### src/rtl/ssd_score_scan.sv
// ssd_score_scan
//   Seven-segment display engine. A binary value captured on `load` is
//   converted to decimal (sequential double-dabble, one bit per cycle) or to
//   hex nibbles (one cycle). The result is committed atomically to the
//   display digit registers, so the scan never shows a half-converted value.
//   The digits are time-multiplexed onto one shared segment bus with
//   leading-zero blanking, a per-digit decimal point and an overflow dash
//   pattern.
//
// Ports
//   clk          system clock
//   btnCpuReset  asynchronous active-low reset
//   value        binary value to display (VALUE_W bits)
//   load         capture value/hex_mode when not busy
//   hex_mode     1 = hex digits, 0 = decimal (latched with load)
//   blank_lz     leading-zero blanking enable (live)
//   dp_mask      per-digit decimal point (live)
//   busy         conversion in progress
//   done         one-cycle pulse when the new digits take effect
//   overflow     committed value does not fit in DIGITS digits
//   anode        digit enables, bit 0 = rightmost digit
//   seg          segments, seg[6] = a ... seg[0] = g
//   dp           decimal point of the scanned digit
module ssd_score_scan #(
  parameter int DIGITS      = 8,
  parameter int VALUE_W     = 16,
  parameter int REFRESH_DIV = 100000,
  parameter bit ACTIVE_LOW  = 1'b1
) (
  input  logic               clk,
  input  logic               btnCpuReset,
  input  logic [VALUE_W-1:0] value,
  input  logic               load,
  input  logic               hex_mode,
  input  logic               blank_lz,
  input  logic [DIGITS-1:0]  dp_mask,
  output logic               busy,
  output logic               done,
  output logic               overflow,
  output logic [DIGITS-1:0]  anode,
  output logic [6:0]         seg,
  output logic               dp
);

  // Number of BCD digits needed for any VALUE_W-bit value; always at least
  // as many as the hex nibble count, so one result vector serves both modes.
  localparam int CD    = (VALUE_W * 3) / 10 + 1;
  localparam int DW    = CD * 4;
  localparam int CNT_W = $clog2(VALUE_W);
  localparam int REF_W = $clog2(REFRESH_DIV);
  localparam int IDX_W = (DIGITS > 1) ? $clog2(DIGITS) : 1;

  // Glyphs are held active-low internally and flipped at the output register.
  localparam logic [6:0] SEG_DASH  = 7'b1111110;
  localparam logic [6:0] SEG_BLANK = 7'b1111111;

  localparam logic [DIGITS-1:0] AN_OFF  = ACTIVE_LOW ? {DIGITS{1'b1}} : {DIGITS{1'b0}};
  localparam logic [6:0]        SEG_OFF = ACTIVE_LOW ? 7'h7F : 7'h00;
  localparam logic              DP_OFF  = ACTIVE_LOW;

  typedef enum logic {ST_IDLE, ST_CONV} state_t;

  function automatic logic [6:0] glyph(input logic [3:0] d);
    logic [6:0] g;
    g = SEG_BLANK;
    case (d)
      4'h0: g = 7'b0000001;
      4'h1: g = 7'b1001111;
      4'h2: g = 7'b0010010;
      4'h3: g = 7'b0000110;
      4'h4: g = 7'b1001100;
      4'h5: g = 7'b0100100;
      4'h6: g = 7'b0100000;
      4'h7: g = 7'b0001111;
      4'h8: g = 7'b0000000;
      4'h9: g = 7'b0000100;
      4'hA: g = 7'b0001000;
      4'hB: g = 7'b1100000;
      4'hC: g = 7'b0110001;
      4'hD: g = 7'b1000010;
      4'hE: g = 7'b0110000;
      4'hF: g = 7'b0111000;
      default: g = SEG_BLANK;
    endcase
    return g;
  endfunction

  // ---------------------------------------------------------------- state
  state_t               state_q, state_d;
  logic                 hex_q, hex_d;
  logic [VALUE_W-1:0]   bin_q, bin_d;
  logic [DW-1:0]        bcd_q, bcd_d;
  logic [CNT_W-1:0]     cnt_q, cnt_d;
  logic [DIGITS*4-1:0]  disp_q, disp_d;
  logic                 ovf_q, ovf_d;
  logic                 done_q, done_d;
  logic [REF_W-1:0]     ref_q, ref_d;
  logic [IDX_W-1:0]     idx_q, idx_d;
  logic [DIGITS-1:0]    anode_q, anode_d;
  logic [6:0]           seg_q, seg_d;
  logic                 dp_q, dp_d;

  logic                 last_step;
  logic [DW-1:0]        bcd_adj;
  logic [DW-1:0]        bcd_step;
  logic [DW-1:0]        conv_res;
  logic [DIGITS*4-1:0]  conv_disp;
  logic [CD-1:0]        ovf_bits;
  logic                 conv_ovf;
  logic [3:0]           disp_dig [DIGITS];
  logic [DIGITS-1:0]    lz_mask;
  logic                 zero_run;
  logic                 cur_blank;
  logic [DIGITS-1:0]    an_on;
  logic [6:0]           seg_al;
  logic                 dp_on;

  // ----------------------------------------------------- conversion datapath
  // One double-dabble step: add 3 to every BCD digit >= 5, then shift the
  // next binary bit in from the bottom.
  genvar gi;
  generate
    for (gi = 0; gi < CD; gi++) begin : g_adj
      assign bcd_adj[gi*4 +: 4] = (bcd_q[gi*4 +: 4] >= 4'd5) ?
                                  bcd_q[gi*4 +: 4] + 4'd3 : bcd_q[gi*4 +: 4];
    end
  endgenerate

  assign bcd_step = {bcd_adj[DW-2:0], bin_q[VALUE_W-1]};
  assign conv_res = hex_q ? {{(DW-VALUE_W){1'b0}}, bin_q} : bcd_step;

  // Digits that land on the display; positions past the converter width
  // are always zero.
  generate
    for (gi = 0; gi < DIGITS; gi++) begin : g_disp
      if (gi < CD) begin : g_src
        assign conv_disp[gi*4 +: 4] = conv_res[gi*4 +: 4];
      end else begin : g_zero
        assign conv_disp[gi*4 +: 4] = 4'd0;
      end
      assign disp_dig[gi] = disp_q[gi*4 +: 4];
    end
    // Any nonzero digit that has no display position means overflow.
    for (gi = 0; gi < CD; gi++) begin : g_ovf
      if (gi >= DIGITS) begin : g_chk
        assign ovf_bits[gi] = |conv_res[gi*4 +: 4];
      end else begin : g_none
        assign ovf_bits[gi] = 1'b0;
      end
    end
  endgenerate

  assign conv_ovf = |ovf_bits;

  // ------------------------------------------------------------------ FSM
  always_ff @(posedge clk or negedge btnCpuReset) begin
    if (!btnCpuReset) begin
      state_q <= ST_IDLE;
    end else begin
      state_q <= state_d;
    end
  end

  always_comb begin
    state_d = state_q;
    case (state_q)
      ST_IDLE: if (load)      state_d = ST_CONV;
      ST_CONV: if (last_step) state_d = ST_IDLE;
      default:                state_d = ST_IDLE;
    endcase
  end

  // Hex needs a single cycle; decimal needs one cycle per input bit.
  always_comb begin
    busy      = 1'b0;
    last_step = 1'b0;
    if (state_q == ST_CONV) begin
      busy      = 1'b1;
      last_step = hex_q || (cnt_q == CNT_W'(VALUE_W - 1));
    end
  end

  // ------------------------------------------------------ converter / commit
  always_comb begin
    hex_d  = hex_q;
    bin_d  = bin_q;
    bcd_d  = bcd_q;
    cnt_d  = cnt_q;
    disp_d = disp_q;
    ovf_d  = ovf_q;
    done_d = 1'b0;
    if (state_q == ST_IDLE) begin
      if (load) begin
        hex_d = hex_mode;
        bin_d = value;
        bcd_d = '0;
        cnt_d = '0;
      end
    end else begin
      bin_d = bin_q << 1;
      bcd_d = bcd_step;
      cnt_d = cnt_q + 1'b1;
      // The final step's result goes straight into the display registers,
      // so the displayed digits switch in a single edge.
      if (last_step) begin
        disp_d = conv_disp;
        ovf_d  = conv_ovf;
        done_d = 1'b1;
      end
    end
  end

  // ------------------------------------------------------------------ scan
  always_comb begin
    ref_d = ref_q + 1'b1;
    idx_d = idx_q;
    if (ref_q == REF_W'(REFRESH_DIV - 1)) begin
      ref_d = '0;
      idx_d = (idx_q == IDX_W'(DIGITS - 1)) ? '0 : idx_q + 1'b1;
    end
  end

  // A digit is a leading zero when it and every digit above it are zero;
  // digit 0 is always shown.
  always_comb begin
    zero_run = 1'b1;
    lz_mask  = '0;
    for (int k = DIGITS - 1; k >= 0; k--) begin
      zero_run = zero_run & (disp_dig[k] == 4'd0);
      if (k != 0) lz_mask[k] = zero_run;
    end
  end

  always_comb begin
    an_on     = '0;
    seg_al    = SEG_BLANK;
    dp_on     = 1'b0;
    cur_blank = blank_lz & ~ovf_q & lz_mask[idx_q];
    if (!cur_blank) begin
      an_on[idx_q] = 1'b1;
      seg_al       = ovf_q ? SEG_DASH : glyph(disp_dig[idx_q]);
      dp_on        = dp_mask[idx_q];
    end
    anode_d = ACTIVE_LOW ? ~an_on  : an_on;
    seg_d   = ACTIVE_LOW ? seg_al  : ~seg_al;
    dp_d    = ACTIVE_LOW ? ~dp_on  : dp_on;
  end

  // ------------------------------------------------------------ registers
  always_ff @(posedge clk or negedge btnCpuReset) begin
    if (!btnCpuReset) begin
      hex_q   <= 1'b0;
      bin_q   <= '0;
      bcd_q   <= '0;
      cnt_q   <= '0;
      disp_q  <= '0;
      ovf_q   <= 1'b0;
      done_q  <= 1'b0;
      ref_q   <= '0;
      idx_q   <= '0;
      anode_q <= AN_OFF;
      seg_q   <= SEG_OFF;
      dp_q    <= DP_OFF;
    end else begin
      hex_q   <= hex_d;
      bin_q   <= bin_d;
      bcd_q   <= bcd_d;
      cnt_q   <= cnt_d;
      disp_q  <= disp_d;
      ovf_q   <= ovf_d;
      done_q  <= done_d;
      ref_q   <= ref_d;
      idx_q   <= idx_d;
      anode_q <= anode_d;
      seg_q   <= seg_d;
      dp_q    <= dp_d;
    end
  end

  assign done     = done_q;
  assign overflow = ovf_q;
  assign anode    = anode_q;
  assign seg      = seg_q;
  assign dp       = dp_q;

endmodule
### config.mk
export PLATFORM = sky130hd
export DESIGN_NAME = ssd_score_scan
export DESIGN_NICKNAME = d
export VERILOG_FILES = /design/src/rtl/ssd_score_scan.sv
export SDC_FILE = /design/constraint.sdc
export NUM_CORES = 1
export LEC_CHECK = 0
export ABC_AREA = 1
export BUFFER_PORTS_ARGS = -buffer_cell sky130_fd_sc_hd__buf_4
export CORE_UTILIZATION = 50
export CTS_CLUSTER_SIZE = 20
export DETAILED_ROUTE_END_ITERATION = 10
export GPL_TIMING_DRIVEN = 0
export HOLD_SLACK_MARGIN = 0.08
export PLACE_DENSITY = 0.71
export SETUP_SLACK_MARGIN = 0.02
export SLEW_MARGIN = 5
export SYNTH_ARGS = -nofsm -noshare
export SYNTH_HDL_FRONTEND = slang
export SYNTH_SLANG_ARGS = --single-unit
### constraint.sdc
create_clock -name clk -period 1.6 [get_ports clk]
set_input_delay 0.08 -clock clk [delete_from_list [all_inputs] [get_ports clk]]
set_output_delay 0.08 -clock clk [all_outputs]
set_load 0.05 [all_outputs]
==> metrics.txt <==
Mapped Nets=703; Reg2Reg Launch Point=idx_q[0]; RSZ-0062 raised after global routing=yes; register bit total from synthesis=99; worst skew pair latency=380 ps; final hold viol count=0; CTS tree=yes; Starting DRT DRC Count=298; minimum clock period=1710 ps; main combinational cell family by area after synthesis=simple AND/OR/NAND/NOR gates; Via Count=4,829; kind of critical path=reg -> reg; core box area=10,300 um2; DIE AREA=11,000 um2; R2R Setup Slk=-110 ps; Crit-path slowest cell=dfrtp_2; period utilisation layout=1.07; Reg-to-Reg End=seg[1]; CP max stage delay=440 ps; Rows=37; Worst Tran Pin Value=882 ps; setup TNS=-482 ps; Vias/cell=5.32; Clock Skews=16.6 ps; Post-Layout Cell Count=908; drt drc=0; Max VDD drop=1.30 mV; clock sink total=99; RePlAce Congestion=0.875; Syn Area/Cell=8.13 um2; final hold slack=99.6 ps; Startpoint Class=flip-flop; largest net degree at the start of global routing=100; Die W=105 um; placed cell area=5860 um2; # Max-Cap Violations=0; Final Cell Area=6850 um2; # H-tree levels=3; first-pass GRT wire length=21,500 um; synthesized area=5310 um2; final slew viol count=0; FF-to-FF path depth=11; Root Buffer Master=clkbuf_8; CP max FO=6; hold path depth=4; Leakage=3.37 nW; Synth Area in Compound Gates=0.126; CP required=1900 ps; WHS Endpoint=dp; arrival time worst endpoint=2020 ps; post-synthesis mux area share=0; global router's overall resource usage=0.247; TritonRoute pass-1 iters=5; vias in the first global route=4,600; IO Pins=48; crit-path leading delay family=simple AND/OR/NAND/NOR gates; routed len/inst=15.0 um; PortBufs=46; Inserted Clock Buffers=9; Min-Delay Startpoint=dp_mask[7]; final setup violation count=6; Max Fclk=0.584 GHz; worst path bufs/invs=3; nature of the critical path endpoint=flip-flop; crit-path cells=inv_4 > buf_6 > nand4_1 > nand2_2 > nor2_4 > inv_4 > ha_4 > nand2_2 > nand2_1 > nand2_1 > nand3_2; final worst slack=-113 ps; Nets=816; GRT Residual Overflow=0; failing checks=setup timing; share of layout cells above drive strength 1=0.275; clock buffer depth=2; synth warn=0; Antenna Nets Post-Route=0; Layout area overhead=28.8%; Synth Area in Simple Gates=0.245; Adder-Cell Fraction of Synth Area=0.0471; status=finished with violations; Core Util, Final=0.663; DRT Wirelength=13,600 um; Max-slew headroom=0.412; Starting Density=0.515; Die Span Y=105 um; post-DP HPWL=8740 um; placed cell count=836; Synth Area in XOR/XNOR=0.0214; P per Cell Area=1610 nW/um2; Gate Count Post-Synth=654; Cell variety after synth=38; Clk pin slew, worst setup/hold paths=100 ps; initial antenna violation count=0; # diodes=0; HP Class=in -> reg; sequential-to-total area share from yosys stat=0.470
cells in the mapped netlist, drive strengths merged:
master    n  area (um2)
nand2   164         623
nor4      1        6.26
inv      96         363
xor2     12         105
a22o      1        8.76
or2       4        25.0
o221ai    5        43.8
nor3      2        10.0
a22oi     5        37.5
nor2     48         209
ha       20         250
dfrtp    83        2080
clkbuf    6        23.8
conb      1        3.75
clkinv    1        5.00
o22ai    14        87.6
nand3    53         333
dfstp    16         420
buf      15        85.1
a21oi    23         126
nand4    13        96.3
xnor2     1        8.76
o211ai    6        45.0
o21ai    64         320
sequential cells by signal, summed over array words and instances, names as in the netlist:
register and flops:
hex_q 1, dp 1, state_q 1, bcd_q 20
done 1, disp_q 20, cnt_q 4, idx_q 3
bin_q 16, ref_q 17, anode 8, seg 7
power by group:
group          total, mW  internal (mW)  switching [mW]
sequential          3.86           3.35           0.516
clock               1.70          0.783           0.922
combinational       5.47           2.01            3.46
logic make-up (layout without fill, tap and decap cells):
kind of cell    after synthesis  count (layout)
simple gates                285             285
compound gates              118             118
buf+inv                     118             236
flops                        99              99
fa+ha+maj                    20              20
xor+xnor                     13              13
other cells                   1               1
layout make-up:
cell class,count,area (um2)
inverter,97,387
timing repair inverter,1,5.00
multi-input combinational,437,2590
fill,827,3480
sequential,99,2500
clock buffer,10,138
tap,136,170
clock inverter,6,68.8
timing repair buffer,102,842
buffer,20,141
timing repair:
action / in CTS / in global routing
gates resized for setup: 25 / 74
setup endpoints to repair: 14 / 56
hold endpoints to repair: 107 / 0
pin swaps: 10 / 17
hold buffers: 22 / 0
gates cloned: 1 / 1
buffers inserted: 15 / 18
stage by stage:
step | power, mW | setup slack (ps)
6_report | 11.0 | -113
5_1_grt | 11.8 | -177
4_1_cts | 10.3 | -88.8
3_5_place_dp | 8.40 | -216
3_3_place_gp | 8.21 | -171
2_1_floorplan | 7.11 | 24.2
placed cells by master (no fill, tap or decap), types with 12 or more instances in the layout:
cell type,synthesis,final
nand2_1,161,148
inv_1,86,81
buf_4,5,80
dfrtp_1,83,79
o21ai_0,63,49
nor2_1,44,40
nand3_1,44,36
dlygate4sd3_1,0,22
a21oi_1,22,21
dfstp_2,16,16
nand2_2,3,15
o22ai_1,14,13
ha_1,20,13
nand4_1,12,12
metal layers:
layer	wire (um)	global-route usage
met3	574	0.0462
met4	299	0.0926
met1	5790	0.308
met2	6960	0.426
met5	0	0
worst max-delay path by stage:
stage / end / startpoint / depth (start not counted)
2_1_floorplan: seg[3] / idx_q[0] / 12
3_3_place_gp: seg[3] / idx_q[1] / 10
3_5_place_dp: seg[3] / idx_q[1] / 10
4_1_cts: seg[3] / idx_q[0] / 12
5_1_grt: seg[1] / idx_q[0] / 11
6_report: seg[1] / idx_q[0] / 11
tightest hold or removal path: stages:
cell and delay (ps):
buf_4 80, a21oi_1 50, nor3_1 170, nand2_1 80
Power figures use the tool's default switching activity.
